===== src/rtl/mem32_arbiter.sv =====
// Round-robin arbiter sharing the 32-bit mem32 request port between NUM_REQ clients.
// Optional build macro MEM32_ARB_PRIO0_EN gives client 0 fixed top priority.
module mem32_arbiter #(
  parameter int NUM_REQ = 4,
  parameter int ADDR_W  = 26
) (
  input  logic                      clock,
  input  logic                      reset_n,
  input  logic [NUM_REQ-1:0]        req_request,
  input  logic [NUM_REQ*ADDR_W-1:0] req_address,
  input  logic [NUM_REQ-1:0]        req_direction,
  input  logic [NUM_REQ*4-1:0]      req_byte_en,
  input  logic [NUM_REQ*32-1:0]     req_wdata,
  input  logic [NUM_REQ*5-1:0]      req_tag,
  output logic [NUM_REQ-1:0]        req_dack,
  output logic [NUM_REQ-1:0]        req_rack,
  output logic [4:0]                req_rack_tag,
  output logic [31:0]               req_rdata,
  output logic                      mem32_request,
  output logic [ADDR_W-1:0]         mem32_address,
  output logic                      mem32_direction,
  output logic [3:0]                mem32_byte_en,
  output logic [31:0]               mem32_wdata,
  output logic [7:0]                mem32_tag,
  input  logic [7:0]                mem32_dack_tag,
  input  logic [31:0]               mem32_rdata,
  input  logic                      mem32_rack,
  input  logic [7:0]                mem32_rack_tag
);

  typedef enum logic {IDLE, ISSUE} state_t;

  localparam logic [1:0] LAST_ID = 2'(NUM_REQ - 1);

  state_t              state_q, state_d;
  logic [1:0]          rrPtr_q, rrPtr_d;
  logic [1:0]          grant_q, grant_d;
  logic                request_q, request_d;
  logic [ADDR_W-1:0]   addr_q, addr_d;
  logic                dir_q, dir_d;
  logic [3:0]          be_q, be_d;
  logic [31:0]         wdata_q, wdata_d;
  logic [7:0]          tag_q, tag_d;

  logic [NUM_REQ-1:0]  eligible;
  logic [1:0]          cand;
  logic [1:0]          pick;
  logic                found;
  logic                tagHit;

  // Pick the first eligible client at or after rrPtr_q, wrapping at NUM_REQ.
  always_comb begin
    eligible = req_request;
    found    = 1'b0;
    pick     = '0;
    cand     = '0;
`ifdef MEM32_ARB_PRIO0_EN
    if (req_request[0]) begin
      found = 1'b1;
    end
    eligible[0] = 1'b0;
`endif
    for (int k = 0; k < NUM_REQ; k++) begin
      cand = 2'((int'(rrPtr_q) + k) % NUM_REQ);
      if (!found && eligible[cand]) begin
        found = 1'b1;
        pick  = cand;
      end
    end
  end

  assign tagHit = (mem32_dack_tag == tag_q);

  always_comb begin
    state_d   = state_q;
    rrPtr_d   = rrPtr_q;
    grant_d   = grant_q;
    request_d = request_q;
    addr_d    = addr_q;
    dir_d     = dir_q;
    be_d      = be_q;
    wdata_d   = wdata_q;
    tag_d     = tag_q;
    req_dack  = '0;
    unique case (state_q)
      IDLE: begin
        if (found) begin
          addr_d    = req_address[pick*ADDR_W +: ADDR_W];
          dir_d     = req_direction[pick];
          be_d      = req_byte_en[pick*4 +: 4];
          wdata_d   = req_wdata[pick*32 +: 32];
          tag_d     = {1'b1, pick, req_tag[pick*5 +: 5]};
          request_d = 1'b1;
          grant_d   = pick;
          state_d   = ISSUE;
        end
      end
      ISSUE: begin
        if (tagHit) begin
          // Accept is suppressed while reset is asserted: the request is being dropped.
          req_dack[grant_q] = reset_n;
          request_d         = 1'b0;
          state_d           = IDLE;
          rrPtr_d           = (grant_q == LAST_ID) ? 2'd0 : grant_q + 2'd1;
`ifdef MEM32_ARB_PRIO0_EN
          if (grant_q == 2'd0) begin
            rrPtr_d = rrPtr_q;
          end
`endif
        end
      end
      default: state_d = IDLE;
    endcase
  end

  always_ff @(posedge clock) begin
    if (!reset_n) begin
      state_q   <= IDLE;
      rrPtr_q   <= '0;
      grant_q   <= '0;
      request_q <= 1'b0;
      addr_q    <= '0;
      dir_q     <= 1'b0;
      be_q      <= '0;
      wdata_q   <= '0;
      tag_q     <= '0;
    end else begin
      state_q   <= state_d;
      rrPtr_q   <= rrPtr_d;
      grant_q   <= grant_d;
      request_q <= request_d;
      addr_q    <= addr_d;
      dir_q     <= dir_d;
      be_q      <= be_d;
      wdata_q   <= wdata_d;
      tag_q     <= tag_d;
    end
  end

  assign mem32_request   = request_q;
  assign mem32_address   = addr_q;
  assign mem32_direction = dir_q;
  assign mem32_byte_en   = be_q;
  assign mem32_wdata     = wdata_q;
  assign mem32_tag       = tag_q;

  // Read returns are routed purely from the returning tag; IDs past NUM_REQ match nothing.
  always_comb begin
    req_rack = '0;
    for (int j = 0; j < NUM_REQ; j++) begin
      req_rack[j] = mem32_rack & mem32_rack_tag[7] & (mem32_rack_tag[6:5] == 2'(j));
    end
  end

  assign req_rdata    = mem32_rdata;
  assign req_rack_tag = mem32_rack_tag[4:0];

endmodule


===== config.mk =====
export PLATFORM = sky130hd
export DESIGN_NAME = mem32_arbiter
export DESIGN_NICKNAME = d
export VERILOG_FILES = /design/src/rtl/mem32_arbiter.sv
export SDC_FILE = /design/constraint.sdc
export NUM_CORES = 1
export LEC_CHECK = 0
export ABC_CLOCK_PERIOD_IN_PS = 2330
export CORE_AREA = 2 2 171 173
export CTS_BUF_LIST = sky130_fd_sc_hd__clkbuf_8
export DETAILED_ROUTE_END_ITERATION = 12
export DIE_AREA = 0 0 173 175
export PLACE_DENSITY = 0.59
export SYNTH_ARGS = -nofsm -noshare
export SYNTH_HDL_FRONTEND = slang
export SYNTH_SLANG_ARGS = --single-unit

===== constraint.sdc =====
create_clock -name clock -period 2.33 [get_ports clock]
set_input_delay 0.233 -clock clock [delete_from_list [all_inputs] [get_ports clock]]
set_output_delay 0.233 -clock clock [all_outputs]
set_load 0.02 [all_outputs]

==> summary.txt <==
Setup path
  – WS Path Type: input pin to output pin
  – CP delay by family, top: buffers and inverters
  – CP max stage cell: clkdlybuf4s50_1
  – Worst setup EP type: output pin
  – Worst-path fanout max: 5
  – Critical-path cell list: clkdlybuf4s50_1, xnor2_2, buf_4, nand4_1, nor4_2, buf_4, and2_1, buf_2
  – Worst path bufs/invs: 4
  – Critical path launch point type: input pin
  – Crit path top cell by count: buf_4
  – CP Data Required Time: 2100 ps
  – Max stage delay on crit path: 460 ps
  – Worst Path Arrival: 1920 ps

Floorplan
  – Initial core utilization: 0.1803
  – DIE WIDTH: 173 um
  – Die height: between 150 and 200 um
  – Num ports: 444
  – Die Area: 30280 um^2
  – Row cnt: just over 60
  – Core Region: 28390 um^2

STA
  – FMAX: approximately 0.46 GHz
  – RSZ-0062 raised after global routing: false
  – Final period util: 0.9258
  – TNS Setup: 0 ps
  – Worst hold slack: 336.1 ps
  – PnR worst setup slack: 172.8 ps
  – Setup violations, final: 0
  – Fin. max-slew vios: 0
  – Fin. Hold Viols: 0
  – Clock period minus worst slack: ~2200 ps
  – Worst Tran Pin Value: 515.0 ps
  – Slew HR: 0.6566
  – Skew final: approximately 9 ps

Logic synthesis
  – Syn nets: between 900 and 1000
  – Synth warn: 0
  – Cells after Synth: 595
  – Post-synth EDFFs: 0
  – Synth unique cells: 46
  – Post-synthesis sequential area ratio: 0.2933
  – #FFs+latches synth: 75
  – Synth top area cells: dfxtp_1 (29%), mux2i_1 (15%), nand3_1 (6.6%), o221ai_1 (6.3%), buf_4 (6.3%)
  – Asr flop ratio synth: 0
  – Yosys top cell area share: 0.2933
  – Mapped Area: 5119 um^2
  – Synth Area per Inst: 8.603 um^2
  – Yosys top cell by area: dfxtp_1
  – Top_reg_cell synth: dfxtp_1

Power and ir drop
  – Leak: approximately 3.8 nW
  – Clk pwr share: 0.285
  – PwrDens: 479.1 nW/um^2
  – Combinational share of power: 0.380
  – Max VDD drop: 206.1 uV
  – Sequential share of power: 0.335
  – NetSw: about 1.4 mW
  – Power, Total: approximately 4.5 mW
  – Switching share of power: 0.3065
  – P_int: 3.093 mW

Global routing
  – Largest net degree at the start of global routing: 105
  – Vias in the first global route: 5980
  – First-pass GRT wire length: 34900 um
  – Total GRT Usage: 0.1482
  – Grt ovf: 0
  – Initial antenna violation count: 1

Clock tree
  – Clock Latency Late Sink: 360 ps
  – Clock Pin Slew Worst Setup and Hold Paths: 90 ps
  – Clk root buf: clkbuf_8
  – Number of clock sinks: 75
  – Num CTS Buffers: 9
  – CTS Buffer Depth: 2
  – TritonCTS clock tree: yes
  – CTS H-tree lvls: 3

Routing
  – Pre-Repair DR Iteration Count: 4
  – DR WL/cell: about 18 um
  – Vias: 5935
  – Routed WL: 23360 um
  – 1st-iter DRT viols: ~210
  – Post-DRT Antenna Nets: 0
  – Via-to-Cell Ratio: 4.537
  – DRC viols: 0

Placed design
  – Port Buf Inserts: 369
  – Post-DP HPWL: 17720 um
  – Placer congestion estimate: between 0.8 and 0.9
  – Placed instance area: 9081 um^2
  – Pre-CTS WS: -388.7 ps

Final layout
  – Most frequent cells in the layout: clkdlybuf4s50_1 (364), mux2i_1 (76), dfxtp_1 (74), nand3_1 (67), nand2_1 (62)
  – Design area: between 9000 and 10000 um^2
  – Area growth, synth to finish: 81.86%
  – Layout Nets: approximately 1300
  – Share of cells above drive strength 1: 0.08776
  – Most common cell after layout, fill and taps aside: clkdlybuf4s50_1

Hold path
  – Worst Hold Class: input pin to register

Flow run
  – Max cap viols: 0

Outcome
  – Status: complete, no violations
-- final cells by class --
cell class | instances | area, um^2
clock buffer | 9 | 123.9
timing repair buffer | 406 | 4111
sequential | 75 | 1503
antenna | 1 | 2.502
clock inverter | 6 | 106.4
multi-input combinational | 421 | 2959
fill | 3017 | 19080
inverter | 6 | 22.52
tap | 384 | 480.5
-- worst min-delay path: cells and delay by family --
| kind | cells | cell delay [ps] |
|---|---|---|
| buf+inv | 3 | 360 |
| simple gates | 1 | 60 |
-- synth_stat cells (2+ instances only) --
cell type / instances
a41o_1: 26
a21oi_1: 28
clkbuf_1: 28
nand2_1: 62
mux2_4: 3
dfxtp_1: 75
mux2_2: 6
inv_1: 4
nor3_1: 4
nand3_2: 2
nand3_1: 67
buf_8: 7
buf_6: 5
nor2b_1: 3
o211ai_1: 4
a22o_1: 2
buf_4: 43
o21ai_0: 2
and2_1: 4
ha_1: 4
nand4_1: 9
mux2i_1: 76
xnor2_1: 8
o221ai_1: 37
a31oi_1: 26
buf_2: 9
nor2_1: 32
-- cells by family after synthesis --
family | after synthesis | synth area share
AND/OR/NAND/NOR | 190 | 0.1726
AO/OA/AOI/OAI | 134 | 0.2078
buffers and inverters | 99 | 0.1322
multiplexers | 85 | 0.1706
flip-flops | 75 | 0.2933
XOR/XNOR | 8 | 0.01369
adder cells (fa/ha/maj) | 4 | 0.009778
-- sequential cells by signal, summed over array words and instances, names as in the netlist --
name,flops
grant_q,1
mem32_address,26
rrPtr_q,2
mem32_wdata,32
mem32_request,1
mem32_byte_en,4
state_q,1
mem32_direction,1
mem32_tag,7
-- path summary, 6_finish.rpt --
kind,start,endpoint,slack [ps],depth (start not counted)
worst max-delay path,mem32_dack_tag[4],req_dack[2],170,8
worst min-delay path,reset_n,mem32_tag[7]$_SDFFE_PN0P_,340,4
worst max register to register,rrPtr_q[1]$_SDFFE_PN0P_,mem32_tag[4]$_SDFFE_PN0P_,300,6
worst min register to register,mem32_request$_SDFFE_PN0P_,mem32_request$_SDFFE_PN0P_,480,1
-- stage by stage --
step / cells / util
final: 1308 / 0.3279
after global routing: 1307 / 0.3278
after CTS: 1307 / 0.3282
after detailed placement: 1292 / 0.3198
after global placement: 1292 / 0.3198
after floorplan: 595 / -
-- power by group through the flow --
| stage | Combinational (mW) | Clock (mW) | Sequential (mW) |
|---|---|---|---|
| after CTS | 1.72 | 1.36 | 1.49 |
| final | 1.69 | 1.27 | 1.49 |
| after global routing | 1.81 | 1.41 | 1.51 |
| after global placement | 1.70 | 0 | 1.52 |
| after floorplan | 0.668 | 0 | 1.67 |
| after detailed placement | 1.71 | 0 | 1.52 |
-- layer usage --
metal	global-route usage	vias to the layer above	share of wire
li1	-	2834	-
met2	0.2552	295	0.48
met5	0	-	0
met3	0.05070	38	0.088
met4	0.04979	0	0.027
met1	0.1717	2768	0.41
-- what timing repair did --
item / CTS / global route
setup buffers: 0 / 0
endpoints found under the hold margin: 0 / 0
pin swaps: 1 / 0
hold buffers: 0 / 0
setup endpoints to repair: 4 / 4
gates resized for setup: 14 / 5
No activity file was read; power rests on OpenSTA's default activity.
